--- src/rtl/instr_fetch_unit.sv ---
// instr_fetch_unit: PC owner and ROM fetcher feeding decode through a small {pc, instr} queue; `define FETCH_PERF_COUNTERS_EN adds fetch_count/stall_cycles. Ports: clk, reset, pc/instruction (ROM), redirect_valid/redirect_pc, fetch_stall, dec_valid/dec_ready/dec_instr/dec_pc (decode), halted, queue_count.
module instr_fetch_unit #(
  parameter logic [31:0] RESET_PC = 32'd0,
  parameter logic [31:0] PC_LIMIT = 32'd32,
  parameter int QUEUE_DEPTH = 2
) (
  input  logic clk,
  input  logic reset,
  output logic [31:0] pc,
  input  logic [31:0] instruction,
  input  logic redirect_valid,
  input  logic [31:0] redirect_pc,
  input  logic fetch_stall,
  output logic dec_valid,
  input  logic dec_ready,
  output logic [31:0] dec_instr,
  output logic [31:0] dec_pc,
  output logic halted,
  output logic [$clog2(QUEUE_DEPTH):0] queue_count
`ifdef FETCH_PERF_COUNTERS_EN
  ,
  output logic [31:0] fetch_count,
  output logic [31:0] stall_cycles
`endif
);
  localparam int AW = $clog2(QUEUE_DEPTH);
  localparam int CW = AW + 1;
  localparam logic [31:0] RESET_PC_A = RESET_PC & ~32'd3;
  typedef enum logic [1:0] {RUN, STALLED, HALT} state_t;
  state_t state, state_next;
  logic [31:0] fetch_pc, pc_next, redirect_pc_a, hold_instr, hold_pc;
  logic [31:0] q_instr [QUEUE_DEPTH];
  logic [31:0] q_pc [QUEUE_DEPTH];
  logic [AW-1:0] head, tail;
  logic pop, push, full;
  assign pc = fetch_pc;
  assign redirect_pc_a = redirect_pc & ~32'd3;
  assign full = queue_count == CW'(QUEUE_DEPTH);
  assign dec_valid = queue_count != '0;
  assign pop = dec_valid & dec_ready;
  assign push = !redirect_valid & !fetch_stall & !halted & (!full | pop);
  assign pc_next = redirect_valid ? redirect_pc_a : push ? fetch_pc + 32'd4 : fetch_pc;
  // With the queue empty the outputs replay last cycle's values instead of stale slots.
  assign dec_instr = dec_valid ? q_instr[head] : hold_instr;
  assign dec_pc = dec_valid ? q_pc[head] : hold_pc;
  always_ff @(posedge clk) begin
    if (reset) state <= (RESET_PC_A >= PC_LIMIT) ? HALT : RUN;
    else state <= state_next;
  end
  // HALT tracks pc_next >= PC_LIMIT, so halted always matches the registered fetch_pc.
  always_comb begin
    state_next = redirect_valid ? ((redirect_pc_a >= PC_LIMIT) ? HALT : RUN)
               : (pc_next >= PC_LIMIT) ? HALT
               : (fetch_stall | (full & !pop)) ? STALLED : RUN;
  end
  always_comb begin
    halted = state == HALT;
  end
  always_ff @(posedge clk) begin
    if (reset) begin
      fetch_pc <= RESET_PC_A;
      head <= '0;
      tail <= '0;
      queue_count <= '0;
      hold_instr <= '0;
      hold_pc <= '0;
      for (int i = 0; i < QUEUE_DEPTH; i++) begin
        q_instr[i] <= '0;
        q_pc[i] <= '0;
      end
    end else begin
      fetch_pc <= pc_next;
      hold_instr <= dec_instr;
      hold_pc <= dec_pc;
      if (redirect_valid) begin
        head <= '0;
        tail <= '0;
        queue_count <= '0;
      end else begin
        if (push) begin
          q_instr[tail] <= instruction;
          q_pc[tail] <= fetch_pc;
          tail <= tail + 1'b1;
        end
        if (pop) head <= head + 1'b1;
        queue_count <= queue_count + CW'(push) - CW'(pop);
      end
    end
  end
`ifdef FETCH_PERF_COUNTERS_EN
  always_ff @(posedge clk) begin
    if (reset) begin
      fetch_count <= '0;
      stall_cycles <= '0;
    end else begin
      if (push && fetch_count != '1) fetch_count <= fetch_count + 32'd1;
      if (!halted && !push && !redirect_valid && stall_cycles != '1) stall_cycles <= stall_cycles + 32'd1;
    end
  end
`endif
endmodule

--- config.mk ---
export PLATFORM = sky130hd
export DESIGN_NAME = instr_fetch_unit
export DESIGN_NICKNAME = d
export VERILOG_FILES = /design/src/rtl/instr_fetch_unit.sv
export SDC_FILE = /design/constraint.sdc
export NUM_CORES = 1
export LEC_CHECK = 0
export BUFFER_PORTS_ARGS = -buffer_cell sky130_fd_sc_hd__buf_2
export CORE_ASPECT_RATIO = 1.2
export CORE_UTILIZATION = 51
export CTS_BUF_LIST = sky130_fd_sc_hd__clkbuf_16
export DETAILED_ROUTE_END_ITERATION = 10
export PLACE_DENSITY = 0.76
export SYNTH_ARGS = -nofsm -noshare
export SYNTH_HDL_FRONTEND = slang
export SYNTH_SLANG_ARGS = --single-unit
--- constraint.sdc ---
create_clock -name clk -period 6.15 [get_ports clk]
set_input_delay 0.615 -clock clk [delete_from_list [all_inputs] [get_ports clk]]
set_output_delay 0.615 -clock clk [all_outputs]
set_load 0.005 [all_outputs]
# Word level (Yosys, flattened, before mapping)
# Memories as Yosys holds them, arrays and structs flattened. A register that Yosys moved wholly into a read port is not among the register bits.
# Cells that the tools add are included.
[totals]
ff_bits = 102
latchBits = 0
ram_bits = 128
rom_bits = 0
out_inout_bits = 100
elab_cells = 58
mem_count = 2
[classes]
n_addsub = 5
multipliers = 0
n_div = 0
n_lt_le_gt_ge = 2
n_eq_ne = 2
n_shift = 0
muxes = 24
bitwise = 7
n_reduce_logical = 9
[mem_list]
columns = ["memory", "words", "width", "read_ports", "rd_clocked_by_memory_dff", "write_ports", "line", "rtl"]
rows = [
  ["q_instr", 2, 32, 1, 1, 2, "32", "logic [31:0] q_instr [QUEUE_DEPTH];"],
  ["q_pc", 2, 32, 1, 1, 2, "33", "logic [31:0] q_pc [QUEUE_DEPTH];"],
]
[op_table]
columns = ["operator", "count"]
rows = [
  ["32-bit two-way mux", 6],
  ["32-bit by 6-bit >= comparator with 1-bit output (second input constant)", 2],
  ["32-bit OR reduction", 2],
  ["32-bit by 3-bit adder with 32-bit output (second input constant)", 1],
  ["1-bit two-way mux", 15],
  ["2-bit two-way mux", 3],
  ["1-bit bitwise AND", 5],
  ["1-bit zero test", 5],
  ["2-bit equality test (second input constant)", 2],
  ["1-bit adder (second input constant)", 2],
  ["2-bit by 1-bit adder with 2-bit output", 1],
  ["1-bit bitwise OR", 2],
  ["2-bit nonzero test", 1],
  ["2-bit OR reduction", 1],
  ["2-bit by 1-bit subtractor with 2-bit output", 1],
]

# Logic depth before layout (Yosys ltp)
# Gate-level depths: netlist of the first run.
[depth]
word_depth = 10
mapped_depth = 10
ltp_nobuf = 10

# Worst setup path after synthesis of the first run
# OpenSTA, ideal clock, no wires.
[synth_timing]
kind = "in2reg"
startpoint = "input dec_ready"
endpoint = "memory q_instr[0][0] (enable)"
arrival_time_ns = 5.645
required_ns = 5.576
slack_ns = -0.069
stages = 4
path_cell_list = "nor3b_1 > nor3_2 > nand2_1 > o21ai_0"
[synth_lines]
columns = ["element", "line", "rtl"]
rows = [
  ["start, declared", "15", "input logic dec_ready,"],
  ["end, declared", "32", ""],
]

==> results.cfg, run 1 <==
[status]
status = finished, final reports clean

[setup_path]
timing.rr.start = queue_count[0]$_SDFF_PP0_
worstSetupPathType = input pin to register
reg2reg_setup_slack_ns = 3.17
worstPathRequired_ns = 6.34
critPathTopFamily = buffers and inverters
startpoint_type = input pin
path_depth = 5
crit_path_end_kind = register
rr_worst_depth = 8
path_max_fanout = 43
crit_end = q_pc[0][8]$_SDFFCE_PN0P_
worstPathArrival_ns = 3.43
startpoint = redirect_valid
cp_cell_sequence = buf_2 > inv_1 > nand2_1 > o21ai_4 > buf_12
slowest_stage = o21ai_4
slowest_delay_ns = 0.94
cp_num_buf_inv = 3
r2r_end = state[0]$_SDFF_PP0_

[layout]
fin_cells = 1351
utilization = 0.6096
layout_common_cells = and2_1 (198), buf_2 (166), edfxtp_1 (128)
nets = 1143
layout_commonest_cell = and2_1
fin_area_um2 = 11920
drive_gt1_frac = 0.2075
syn_to_final_growth_pct = 17.39

[synthesis]
synth-main-ff-cell = edfxtp_1
avgSynthCellArea_um2 = 10.89
synthDistinctLibCells = 56
synth_edf_count = 128
syn_inst = 932
netlist_top_cells_area = edfxtp_1 (38%), dfxtp_1 (20%), and2_1 (12%)
syn_nets = 1004
ys_seq_area_frac = 0.5817
yosysTopAreaCell = edfxtp_1
yosysWarnings = 0
ys_ff_latch = 231
async_flop_share = 0
netlist_area_um2 = 10150
yosys.area.top_type_share = 0.3786

[global_routing]
grt_usage = 0.2209
grt_pass1_wl_mm = 34.78
grt_pass1_vias = 6756
antenna_found_initial = 2
grt_max_degree = 130
grt_overflow = 0

[routing]
dr_wl_met3_mm = 1.293
dr_wl_met2_mm = 11.36
routed.top_layer = met5
via_count = 7123
wl_per_cell_um = 16.61
wl_met1_mm = 9.082
first_pass_iters = 5
vias_per_cell = 5.272
detail-route-antenna-nets = 0
drcViolationCount = 0
finalWirelength_mm = 22.44
drt_iter0_markers = 405

[sta]
fin_skew_ns = 0.008287
slew_headroom = 0.2146
setup_tns_ns = 0
setup_viol = 0
period_minus_slack_ns = 3.238
rsz0062_at_grt = no
final-max-slew-violation-count = 0
timing.fmax_ghz = 0.3088
worst_pin_slew_ns = 1.178
fin_crit_sh = 0.5266
finalHoldViolations = 0
layout_setup_ws_ns = 2.912

[clock_network]
clkTransAtPathRegs_ns = 0.06
post_cts_buffers = 0
cts-hold-fix-buffers = 0
htreeDepth = 1
root_buffer = clkbuf_16
cts.sinks = 231
ctsResizeCount = 0
clockBufferDepth = 3
numCtsBuffers = 24
tritoncts = done
insertion_delay_ns = 0.51

[pwr]
power.switching_uw = 727.5
p_per_area_nw_per_um2 = 278.1
peakVddDrop_v = 0.0001597
swShare = 0.2195
pwr-share-clk = 0.416
p_seq_frac = 0.522
intPower_uw = 2587
combPwrFrac = 0.063
leakagePower_uw = 0.004781

[floorplanning]
die_area_um2 = 20480
die_y_um = 156.6
die_w_um = 130.8
core-area_um2 = 19550
rows = 56
initial_core_util = 0.5193
io-pin-count = 169

[placement]
placed_area_um2 = 11160
place_congestion = 0.8581
dp_hpwl_mm = 14.18
place_inst = 1306
dp_slack_ns = 2.395
port_buffers = 166

[worst_hold_path]
hold_depth = 3
hold_class = input pin to register

[run]
maxCapViolCount = 0
worst min-delay path, delay by kind of cell:
kind | cells | cell delay [ns]
and+or+nand+nor | 1 | 0.07
buffers and inverters | 1 | 0.08
AOI/OAI and AO/OA | 1 | 0.05
per-stage QoR:
stage,hold WS (ns),total power (uW)
3_5_place_dp,0.4921,1970
5_1_grt,0.3399,3438
2_1_floorplan,0.4834,1872
4_1_cts,0.3280,3347
6_report,0.3473,3314
3_3_place_gp,0.4724,1965
sequential cells by signal (all words and copies together), names as in the netlist, named ones only:
name and count:
queue_count 2, state 2, q_instr 64, q_pc 64
hold_instr 32, hold_pc 32, pc 32, tail 1
head 1
cells in the mapped netlist, types with 2 or more instances:
cell,count
and2_1,198
edfxtp_1,128
nand2_1,112
dfxtp_1,103
o21ai_0,74
mux2i_1,68
clkbuf_1,47
nor2_1,31
xnor2_1,21
a21oi_1,15
nor3_1,15
nand4_1,14
nor4_1,10
xor2_1,9
nand3_1,8
buf_1,7
and3_1,6
and4_1,5
inv_1,5
buf_4,4
nor4_2,4
o211a_1,4
ha_1,3
nand2b_1,3
nor2b_1,3
or3_1,3
and2_2,2
nand4_2,2
layout make-up:
| cell class | instances | area [um^2] |
|---|---|---|
| Timing Repair Buffer | 173 | 895.9 |
| Tap cell | 261 | 326.6 |
| Antenna cell | 1 | 2.502 |
| Sequential cell | 231 | 5909 |
| Multi-Input combinational cell | 635 | 4003 |
| Clock buffer | 25 | 625.6 |
| Clock inverter | 19 | 132.6 |
| Fill cell | 1591 | 7631 |
| Inverter | 6 | 22.52 |
kinds of logic after synthesis:
kind of cell    synth area share
mux                      0.06815
flops                     0.5817
buf+inv                  0.02674
fa+ha+maj               0.003698
simple gates              0.2327
xor+xnor                 0.02588
compound gates           0.06113
how the worst min path moves through the flow:
stage,startpoint,endpoint
after global routing,redirect_pc[2],pc[2]$_SDFF_PP0_
after floorplan,pc[0]$_SDFF_PP0_,pc[0]$_SDFF_PP0_
final,redirect_pc[3],pc[3]$_SDFF_PP0_
after detailed placement,pc[1]$_SDFF_PP0_,pc[1]$_SDFF_PP0_
after global placement,pc[1]$_SDFF_PP0_,pc[1]$_SDFF_PP0_
after CTS,redirect_pc[3],pc[3]$_SDFF_PP0_
power groups by stage:
stage	Sequential (uW)	Clock, uW	Combinational [uW]
5_1_grt	1740	1470	232
2_1_floorplan	1750	0	124
3_3_place_gp	1760	0	205
4_1_cts	1730	1410	209
6_report	1730	1380	208
3_5_place_dp	1760	0	208
routing by layer:
metal	vias up	GRT usage
li1	3500	-
met4	2	0.08374
met5	-	0
met1	3350	0.2721
met2	227	0.3837
met3	44	0.03692
No activity file was read; power rests on OpenSTA's default activity.
==> inputs of run 2 (changes only) <==
==> constraint.sdc (replaced) <==
create_clock -name clk -period 2.95 [get_ports clk]
set_input_delay 0.295 -clock clk [delete_from_list [all_inputs] [get_ports clk]]
set_output_delay 0.295 -clock clk [all_outputs]
set_load 0.005 [all_outputs]
==> results.cfg, run 2 (synthesis gave the netlist of run 1 again) <==
[status]
status = finished, final reports clean

[floorplanning]
core-area_um2 = 19550
rows = 56
io-pin-count = 169
die_y_um = 156.6
die_w_um = 130.8
initial_core_util = 0.5193
die_area_um2 = 20480

[layout]
nFillCells = 1605
layout_common_cells = and2_1 (198), buf_2 (166), edfxtp_1 (128)
seq_area_um2 = 5909
nets = 1162
utilization = 0.6148
top_regs = q_instr: 64 flops, q_pc: 64 flops
layout_commonest_cell = and2_1
drive_gt1_frac = 0.2215
multiInputGateArea_um2 = 4011
syn_to_final_growth_pct = 18.38

[routing]
first_pass_iters = 6
finalWirelength_mm = 22.61
drt_iter0_markers = 354
wl_per_cell_um = 16.53
drcViolationCount = 0
vias_per_cell = 5.178
via_count = 7084
detail-route-antenna-nets = 0

[clock_network]
post_cts_buffers = 0
root_buffer = clkbuf_16
htreeDepth = 1
clkTransAtPathRegs_ns = 0.06
insertion_delay_ns = 0.50
tritoncts = done
clockBufferDepth = 3
cts-hold-fix-buffers = 0
numCtsBuffers = 23
ctsResizeCount = 0
cts.sinks = 231

[setup_path]
cp_num_buf_inv = 0
slowest_stage = or4_1
critPathTopFamily = simple AND/OR/NAND/NOR gates
worstPathRequired_ns = 3.40
cp_cell_sequence = nand2_2 > nor4_4 > nand2_1 > or4_1 > xor2_1 > nand4bb_1 > nor4_2 > o211a_1
reg2reg_setup_slack_ns = 0.23
worstPathArrival_ns = 3.17
path_max_fanout = 10
rr_worst_depth = 8
startpoint_type = register
timing.rr.start = pc[5]$_SDFF_PP0_
slowest_delay_ns = 0.54
crit_path_end_kind = register
r2r_end = state[0]$_SDFF_PP0_
worstSetupPathType = register to register

[sta]
rsz0062_at_grt = no
final-max-slew-violation-count = 0
finalHoldViolations = 0
fin_crit_sh = 0.9237
period_minus_slack_ns = 2.725
worst_pin_slew_ns = 0.6758
setup_viol = 0
slew_headroom = 0.5495
fin_skew_ns = 0.009728
setup_tns_ns = 0
timing.fmax_ghz = 0.3670
whs_ns = 0.04792
layout_setup_ws_ns = 0.2252

[worst_hold_path]
hold_class = input pin to register
worstHoldStart = redirect_pc[29]
hold_depth = 3
holdPathEnd = pc[29]$_SDFF_PP0_

[placement]
place_congestion = 0.9108
port_buffers = 166
dp_slack_ns = 0.2021
dp_hpwl_mm = 14.98

[pwr]
peakVddDrop_v = 0.0003580
p_per_area_nw_per_um2 = 554.5
leakagePower_uw = 0.004854

[global_routing]
grt_overflow = 0
grt_usage = 0.2225
grt_pass1_wl_mm = 34.89
grt_pass1_vias = 6682
grt_max_degree = 129
antenna_found_initial = 1

[run]
maxCapViolCount = 0
[run 2: cell count changes in the layout (fill, tap and decap cells not counted), moves of 2 or more]
cell	delta
clkbuf_16	-2
buf_12	+3
bufinv_16	-2
buf_4	+17
inv_1	-3
[run 2: how the worst max path moves through the flow]
stage,startpoint,endpoint,slack [ns],cells after the start
after floorplan,state[0]$_SDFF_PP0_,q_instr[1][0]$_SDFFCE_PN0P_,0.41,6
after global placement,queue_count[0]$_SDFF_PP0_,state[0]$_SDFF_PP0_,0.23,9
final,pc[5]$_SDFF_PP0_,state[0]$_SDFF_PP0_,0.23,8
after detailed placement,pc[5]$_SDFF_PP0_,state[0]$_SDFF_PP0_,0.20,8
after CTS,pc[5]$_SDFF_PP0_,state[0]$_SDFF_PP0_,0.17,8
after global routing,pc[5]$_SDFF_PP0_,state[0]$_SDFF_PP0_,0.05,8
[run 2: area by class of cell]
type | instances | share of cell area
sequential | 231 | 0.4917
multi-input combinational | 635 | 0.3338
timing repair buffer | 193 | 0.09016
clock buffer | 23 | 0.04789
tap | 261 | 0.02717
clock inverter | 18 | 0.007184
inverter | 6 | 0.001874
antenna | 1 | 0.0002082
[run 2: power by group]
| part | total (uW) | internal (uW) | switching (uW) |
|---|---|---|---|
| Sequential | 3590 | 3510 | 74.6 |
| Clock | 2600 | 1420 | 1180 |
| Combinational | 473 | 197 | 276 |
| Total | 6660 | 5130 | 1530 |
[run 2: through the flow]
stage | instances | instance area, um^2 | total power [uW]
3_5_place_dp | 1326 | 11340 | 4135
6_report | 1368 | 12020 | 6664
3_3_place_gp | 1326 | 11340 | 4120
5_1_grt | 1367 | 12020 | 6895
4_1_cts | 1367 | 12010 | 6725
2_1_floorplan | 932 | 10160 | 3899
[run 2: metal layers]
layer | wire [um] | track usage | part of all wire | up-vias
met3 | 1282 | 0.03590 | 0.057 | 44
met5 | 0 | 0 | 0 | -
met2 | 11420 | 0.3938 | 0.51 | 191
met1 | 9226 | 0.2701 | 0.41 | 3298
met4 | 673 | 0.08101 | 0.030 | 0
li1 | - | - | - | 3551
[run 2: tightest hold or removal path: cells and delay by family]
family | cells | cell delay [ns]
AO/OA/AOI/OAI | 1 | 0.05
buffers and inverters | 1 | 0.10
AND/OR/NAND/NOR | 1 | 0.05
